`config.mk`:
```
export PLATFORM = sky130hd
export DESIGN_NAME = poly_voice_engine
export DESIGN_NICKNAME = d
export VERILOG_FILES = /design/src/rtl/poly_voice_engine.sv
export SDC_FILE = /design/constraint.sdc
export NUM_CORES = 1
export LEC_CHECK = 0
export BUFFER_PORTS_ARGS = -buffer_cell sky130_fd_sc_hd__buf_4
export CORE_MARGIN = 3
export CORE_UTILIZATION = 48
export DETAILED_ROUTE_END_ITERATION = 12
export PLACE_DENSITY = 0.64
export SYNTH_ARGS = -nofsm -noshare
export SYNTH_HDL_FRONTEND = slang
export SYNTH_SLANG_ARGS = --single-unit
export TNS_END_PERCENT = 1
```
`constraint.sdc`:
```
create_clock -name clk -period 2.91 [get_ports clk]
set_input_delay 0.4365 -clock clk [delete_from_list [all_inputs] [get_ports clk]]
set_output_delay 0.4365 -clock clk [all_outputs]
set_load 0.005 [all_outputs]
```
`src/rtl/poly_voice_engine.sv`:
```
// Polyphonic key scanner and voice allocator: per-voice square waves plus PWM mix.
// Optional build macro VOICE_STEAL_EN: reassign the oldest voice when none is free.
module poly_voice_engine #(
  parameter int NUM_KEYS   = 12,
  parameter int NUM_VOICES = 4,
  parameter int DIV_WIDTH  = 16,
  parameter int AGE_WIDTH  = 8
) (
  input  logic                                  clk,
  input  logic                                  rstn,
  input  logic                                  ena,
  input  logic [NUM_KEYS-1:0]                   keys,
  input  logic [3:0]                            octave,
  output logic [3:0]                            lut_note,
  output logic [3:0]                            lut_octave,
  input  logic [DIV_WIDTH-1:0]                  lut_div,
  output logic [NUM_VOICES-1:0]                 tone_out,
  output logic [$clog2(NUM_VOICES+1)-1:0]       mix,
  output logic                                  pwm_out,
  output logic [NUM_VOICES-1:0]                 voice_busy
);

  localparam int KW = (NUM_KEYS > 1) ? $clog2(NUM_KEYS) : 1;
  localparam int VW = (NUM_VOICES > 1) ? $clog2(NUM_VOICES) : 1;
  localparam int MW = $clog2(NUM_VOICES + 1);

  typedef enum logic [1:0] {S_IDLE, S_LOOKUP, S_WAIT, S_ASSIGN} state_t;

  state_t                state, state_d;
  logic [NUM_KEYS-1:0]   held, ignored, owned, need;
  logic [KW-1:0]         key_q, pick;
  logic                  pick_vld;
  logic [NUM_VOICES-1:0] active, tone, rel;
  logic [KW-1:0]         owner [NUM_VOICES];
  logic [DIV_WIDTH-1:0]  div   [NUM_VOICES];
  logic [DIV_WIDTH-1:0]  cnt   [NUM_VOICES];
  logic [VW-1:0]         free_idx, asg_idx;
  logic                  free_vld, asg_en, drop, latch;
  logic [MW-1:0]         mix_q, pwm_cnt, pop;
  logic                  pwm_q;
  logic [4:0]            oct_sum;

  always_comb begin
    owned = '0;
    rel   = '0;
    for (int unsigned v = 0; v < NUM_VOICES; v++)
      for (int unsigned k = 0; k < NUM_KEYS; k++)
        if (active[v] && owner[v] == KW'(k)) begin
          owned[k] = 1'b1;
          rel[v]   = ~held[k];
        end
  end

  assign need = held & ~owned & ~ignored;

  always_comb begin
    pick     = '0;
    pick_vld = 1'b0;
    for (int unsigned k = 0; k < NUM_KEYS; k++)
      if (need[k] && !pick_vld) begin
        pick     = KW'(k);
        pick_vld = 1'b1;
      end
  end

  always_comb begin
    free_idx = '0;
    free_vld = 1'b0;
    for (int unsigned v = 0; v < NUM_VOICES; v++)
      if (!active[v] && !free_vld) begin
        free_idx = VW'(v);
        free_vld = 1'b1;
      end
  end

`ifdef VOICE_STEAL_EN
  logic [AGE_WIDTH-1:0] age [NUM_VOICES];
  logic [AGE_WIDTH-1:0] best_age;
  logic [VW-1:0]        old_idx;

  // strict compare keeps the lowest index on an age tie
  always_comb begin
    best_age = age[0];
    old_idx  = '0;
    for (int unsigned v = 1; v < NUM_VOICES; v++)
      if (age[v] > best_age) begin
        best_age = age[v];
        old_idx  = VW'(v);
      end
  end

  always_ff @(posedge clk or negedge rstn) begin
    if (!rstn) begin
      for (int unsigned v = 0; v < NUM_VOICES; v++) age[v] <= '0;
    end else begin
      for (int unsigned v = 0; v < NUM_VOICES; v++)
        if (!rel[v] && asg_en && asg_idx == VW'(v)) age[v] <= '0;
        else if (active[v] && age[v] != '1) age[v] <= age[v] + AGE_WIDTH'(1);
    end
  end
`endif

  assign oct_sum = 5'(octave) + 5'(32'(pick) / 12);

  // lut_div is written straight into the voice at the end of WAIT, so the
  // voice is already busy while the FSM sits in ASSIGN.
  always_comb begin
    state_d = state;
    latch   = 1'b0;
    asg_en  = 1'b0;
    asg_idx = free_idx;
    drop    = 1'b0;
    case (state)
      S_IDLE:   if (pick_vld) begin
                  latch   = 1'b1;
                  state_d = S_LOOKUP;
                end
      S_LOOKUP: state_d = S_WAIT;
      S_WAIT: begin
        state_d = S_ASSIGN;
        if (held[key_q]) begin
          if (free_vld) asg_en = 1'b1;
          else begin
`ifdef VOICE_STEAL_EN
            asg_en  = 1'b1;
            asg_idx = old_idx;
`else
            drop    = 1'b1;
`endif
          end
        end
      end
      S_ASSIGN: state_d = S_IDLE;
      default:  state_d = S_IDLE;
    endcase
    if (!ena) begin
      state_d = S_IDLE;
      latch   = 1'b0;
      asg_en  = 1'b0;
      drop    = 1'b0;
    end
  end

  always_ff @(posedge clk or negedge rstn) begin
    if (!rstn) begin
      state      <= S_IDLE;
      held       <= '0;
      ignored    <= '0;
      key_q      <= '0;
      lut_note   <= '0;
      lut_octave <= '0;
    end else begin
      state <= state_d;
      held  <= keys;
      for (int unsigned k = 0; k < NUM_KEYS; k++)
        ignored[k] <= (ignored[k] & held[k]) | (drop && key_q == KW'(k));
      if (latch) begin
        key_q      <= pick;
        lut_note   <= 4'(32'(pick) % 12);
        lut_octave <= (oct_sum > 5'd15) ? 4'd15 : oct_sum[3:0];
      end
    end
  end

  always_ff @(posedge clk or negedge rstn) begin
    if (!rstn) begin
      active <= '0;
      tone   <= '0;
      for (int unsigned v = 0; v < NUM_VOICES; v++) begin
        owner[v] <= '0;
        div[v]   <= '0;
        cnt[v]   <= '0;
      end
    end else begin
      for (int unsigned v = 0; v < NUM_VOICES; v++) begin
        if (rel[v]) begin
          active[v] <= 1'b0;
          tone[v]   <= 1'b0;
          cnt[v]    <= '0;
        end else if (asg_en && asg_idx == VW'(v)) begin
          active[v] <= 1'b1;
          owner[v]  <= key_q;
          div[v]    <= lut_div;
          cnt[v]    <= '0;
          tone[v]   <= 1'b0;
        end else if (active[v]) begin
          if (div[v] == '0) begin
            cnt[v]  <= '0;
            tone[v] <= 1'b0;
          end else if (cnt[v] == div[v] - DIV_WIDTH'(1)) begin
            cnt[v]  <= '0;
            tone[v] <= ~tone[v];
          end else begin
            cnt[v]  <= cnt[v] + DIV_WIDTH'(1);
          end
        end
      end
    end
  end

  always_comb begin
    pop = '0;
    for (int unsigned v = 0; v < NUM_VOICES; v++) pop = pop + MW'(tone_out[v]);
  end

  always_ff @(posedge clk or negedge rstn) begin
    if (!rstn) begin
      mix_q   <= '0;
      pwm_cnt <= '0;
      pwm_q   <= 1'b0;
    end else begin
      mix_q   <= pop;
      pwm_cnt <= (pwm_cnt == MW'(NUM_VOICES - 1)) ? '0 : pwm_cnt + MW'(1);
      pwm_q   <= (pwm_cnt < mix_q);
    end
  end

  assign tone_out   = ena ? tone : '0;
  assign mix        = ena ? mix_q : '0;
  assign pwm_out    = ena & pwm_q;
  assign voice_busy = active;

endmodule
```
==> run_results.csv <==
group,metric,value,unit
synth,syn-mean-instance-area,9.37,um2
timing,slew_headroom,49.6,%
pwr,power_switching_share,39.4,%
drt,vias,10900,
worst_setup_path,critPathKind,"flip-flop to flip-flop",
synth,biggest_area_consumer_among_synthesized_cells,"dfrtp_1",
die,initial_core_util,49.0,%
timing,rsz0062_at_grt,"true",
timing,timing.clock.skew,14.5,ps
placed_design,replace_congestion,0.949,
timing,fmaxAchievable,0.329,GHz
grt,first_global_vias,10500,
cells_and_area,layout.cell_area.non_filler,14600,um2
pwr,share_of_total_power_in_the_clock_network,20.6,%
synth,ys_top_cells_by_area,"dfrtp_1, mux2_2, xnor2_1",
clock_tree,cts_max_path_buffers,2,
status,outcome,"finished with violations",
worst_setup_path,timing.critical_path.cells,"or4_4, or4_1, a222oi_1, nand4_1, or4_4, a21oi_4, buf_12, nor2_1",
worst_setup_path,critical_path.max_stage_delay,540,ps
worst_hold_path,min_path_type,"input pin to flip-flop",
synth,synth-async-reset-ratio,100,%
clock_tree,ctsRootBufferMaster,"clkbuf_16",
timing,setup_viol,14,
grt,global_route_wire_length_before_repair,56900,um
drt,detail_route.wl_per_cell,19.3,um
pwr,power_density,746,nW/um2
die,floorplan.rows,58,
placed_design,placed_cells_incl_taps,1762,
timing,transition_time_at_the_pin_with_the_least_slew_margin,747,ps
grt,grt_start_max_net_pins,67,
synth,post_synth_most_frequent_cells,"dfrtp_1, nand2_1, nor2_1",
clock_tree,worst_setup_hold_path_clk_slew,80,ps
synth,synth_edf_count,0,
pwr,combinational_power_share,44.6,%
timing,setup_ws,-126,ps
grt,grt.total_usage,25.2,%
status,failed_checks,"negative setup slack",
timing,min_period_over_period,104,%
cells_and_area,drive_above_1_share,23.7,%
clock_tree,cts_max_level,4,
worst_setup_path,critical_path.max_fanout,12,
synth,synth.top_cell.area_share,39.3,%
synth,ys_types,91,
placed_design,placement.cell_area,14000,um2
grt,globalRouteOverflowTotal,0,
grt,grt-busiest-layer,"met2",
die,placeableCoreArea,25300,um2
worst_setup_path,startpoint_type,"flip-flop",
worst_setup_path,crit_top_cell,"or4_4",
drt,detail_route.iter0.violations,928,
pwr,sequentialPowerShare,34.8,%
cells_and_area,layout_overhead_on_the_synthesized_area,17.9,%
timing,finalHoldViolations,0,
grt,grt_util_met1,37.4,%
die,horizontal_die_dimension,167,um
pwr,vdd_ir_drop_max,0.000433,V
pwr,static-leakage-power,6.37,nW
synth,syn_inst,1325,
cells_and_area,finalNonFillerCells,1793,
die,boundaryPins,55,
drt,drt-total-wl,34600,um
synth,ys_ff_latch,195,
worst_setup_path,cp_data_arrival_time,3370,ps
drt,drt-vias-per-instance,6.08,
cells_and_area,design.final.nets,1510,
synth,synthesis.nets,1383,
worst_setup_path,endpoint_kind,"flip-flop",
cells_and_area,fin_util,57.8,%
placed_design,port_buffers,54,
timing,layout_min_cycle_time,3040,ps
pwr,total_power,0.0109,W
worst_hold_path,hold_depth,1,
synth,synth.yosys.warnings,0,
worst_setup_path,worstRegToRegCells,8,
worst_setup_path,worst_ep_required_time,3240,ps
placed_design,dp.final_hpwl,26100,um
grt,grt_util_met2,39.0,%
cells_and_area,antenna-diode-count,0,
clock_tree,clock_sink_count,195,
worst_setup_path,critical_path.slowest_cell,"or4_4",
drt,remaining_drc_errors,0,
pwr,internal_portion_of_total_power,0.00662,W
timing,finalMaxSlewViolations,0,
drt,drt.antenna.violating_nets,0,
grt,grt_util_met3,4.20,%
synth,yosys_most_used_dff,"dfrtp_1",
clock_tree,cts_tree,"done",
drt,first_pass_iters,5,
pwr,net-switching-power,0.00431,W
clock_tree,cts_inserted_buffers,17,
timing,timing.hold.ws,97.2,ps
clock_tree,post-cts-setup-buffer-count,0,
grt,antenna_violations_before_repair,0,
clock_tree,clk_latency,440,ps
die,die_h,167,um
synth,post_synth_instance_area,12400,um2
die,design.die.area,27800,um2
run,maxCapViolCount,0,
synth,yosysSeqAreaShare,39.3,%
synth,synth.most_common_cell,"dfrtp_1",
-- per-layer routing --
metal	vias up	share of wire, %
met2	317	45
met4	0	1.3
met5	-	0
met3	29	5.6
li1	5163	-
met1	5393	48
-- critical path, delay by kind of cell, from the launching register on --
family | cells | cell delay [ps]
DFF | 1 | 390
buffers and inverters | 1 | 160
and+or+nand+nor | 5 | 1780
AOI/OAI and AO/OA | 2 | 590
-- flip-flops by register name, indices dropped and copies added (netlist names), 2 cells and up --
name / count
voice_busy: 4
lut_octave: 4
mix_q: 3
pwm_cnt: 3
div: 64
key_q: 2
state: 2
tone: 4
owner: 16
cnt: 64
lut_note: 4
ignored: 12
held: 12
-- what timing repair did --
| action | 4_1_cts | 5_1_grt |
|---|---|---|
| resized for setup | 6 | 10 |
| endpoints found under the hold margin | 1 | 0 |
| hold buffers | 1 | 0 |
| pin swaps | 1 | 5 |
| endpoints found under the setup margin | 34 | 74 |
-- final cells by class --
type                    instances  area (um2)
well taps                     330         413
multi-input cells            1002        7130
inverters                      52         195
fillers                      2231       10700
flip-flops and latches        195        4880
clock buffers                  20         447
repair buffers                184        1490
clock inverters                10        93.8
-- cell usage in the layout (no fill, tap or decap), types with 27 or more instances in the layout --
master | synthesis | final
nand4_1 | 31 | 31
mux2_2 | 71 | 71
inv_1 | 52 | 51
xnor2_1 | 71 | 71
buf_4 | 3 | 173
dfrtp_1 | 195 | 194
nor4_1 | 32 | 29
o21ai_0 | 55 | 55
nor2b_1 | 27 | 27
nand3_1 | 44 | 44
nor2_1 | 76 | 75
xor2_1 | 27 | 27
nand2_1 | 92 | 92
nor3_1 | 59 | 56
-- power by group through the flow --
stage                     Sequential, W  Combinational, W  Clock [W]
after floorplan                 0.00363           0.00304          0
after global placement          0.00380           0.00471          0
after detailed placement        0.00381           0.00476          0
after CTS                       0.00377           0.00480    0.00231
after global routing            0.00388           0.00534    0.00242
final                           0.00380           0.00488    0.00225
-- cell families (layout without fill, tap and decap cells) --
family / after synthesis / after routing / share of synthesized area (%)
AO/OA/AOI/OAI: 261 / 261 / 15.0
XOR/XNOR: 98 / 98 / 6.91
adder cells (fa/ha/maj): 23 / 23 / 2.38
buffers and inverters: 128 / 266 / 4.12
flip-flops: 195 / 195 / 39.3
multiplexers: 88 / 88 / 8.11
other: 1 / 1 / 0.0302
AND/OR/NAND/NOR: 531 / 531 / 24.2
-- through the flow --
stage | worst slack, ps | TNS [ps]
finish | -126 | -1480
global route | -190 | -5400
global placement | -31.0 | -391
CTS | -111 | -1320
detailed placement | -134 | -2640
floorplan | -79.7 | -1000
-- final timing paths --
| path | from | endpoint | slack, ps |
|---|---|---|---|
| worst max-delay path | div[57]$_DFFE_PN0P_ | cnt[52]$_DFFE_PN0P_ | -130 |
| worst min-delay path | keys[0] | held[0]$_DFF_PN0_ | 100 |
| worst max register to register | div[57]$_DFFE_PN0P_ | cnt[52]$_DFFE_PN0P_ | -130 |
| worst min register to register | pwm_cnt[0]$_DFF_PN0_ | pwm_cnt[0]$_DFF_PN0_ | 460 |
| max in group asynchronous | rstn | cnt[54]$_DFFE_PN0P_ | 1480 |
| min in group asynchronous | rstn | lut_octave[2]$_DFFE_PN0P_ | 530 |
Note: power is estimated with default switching activity, not from simulation.
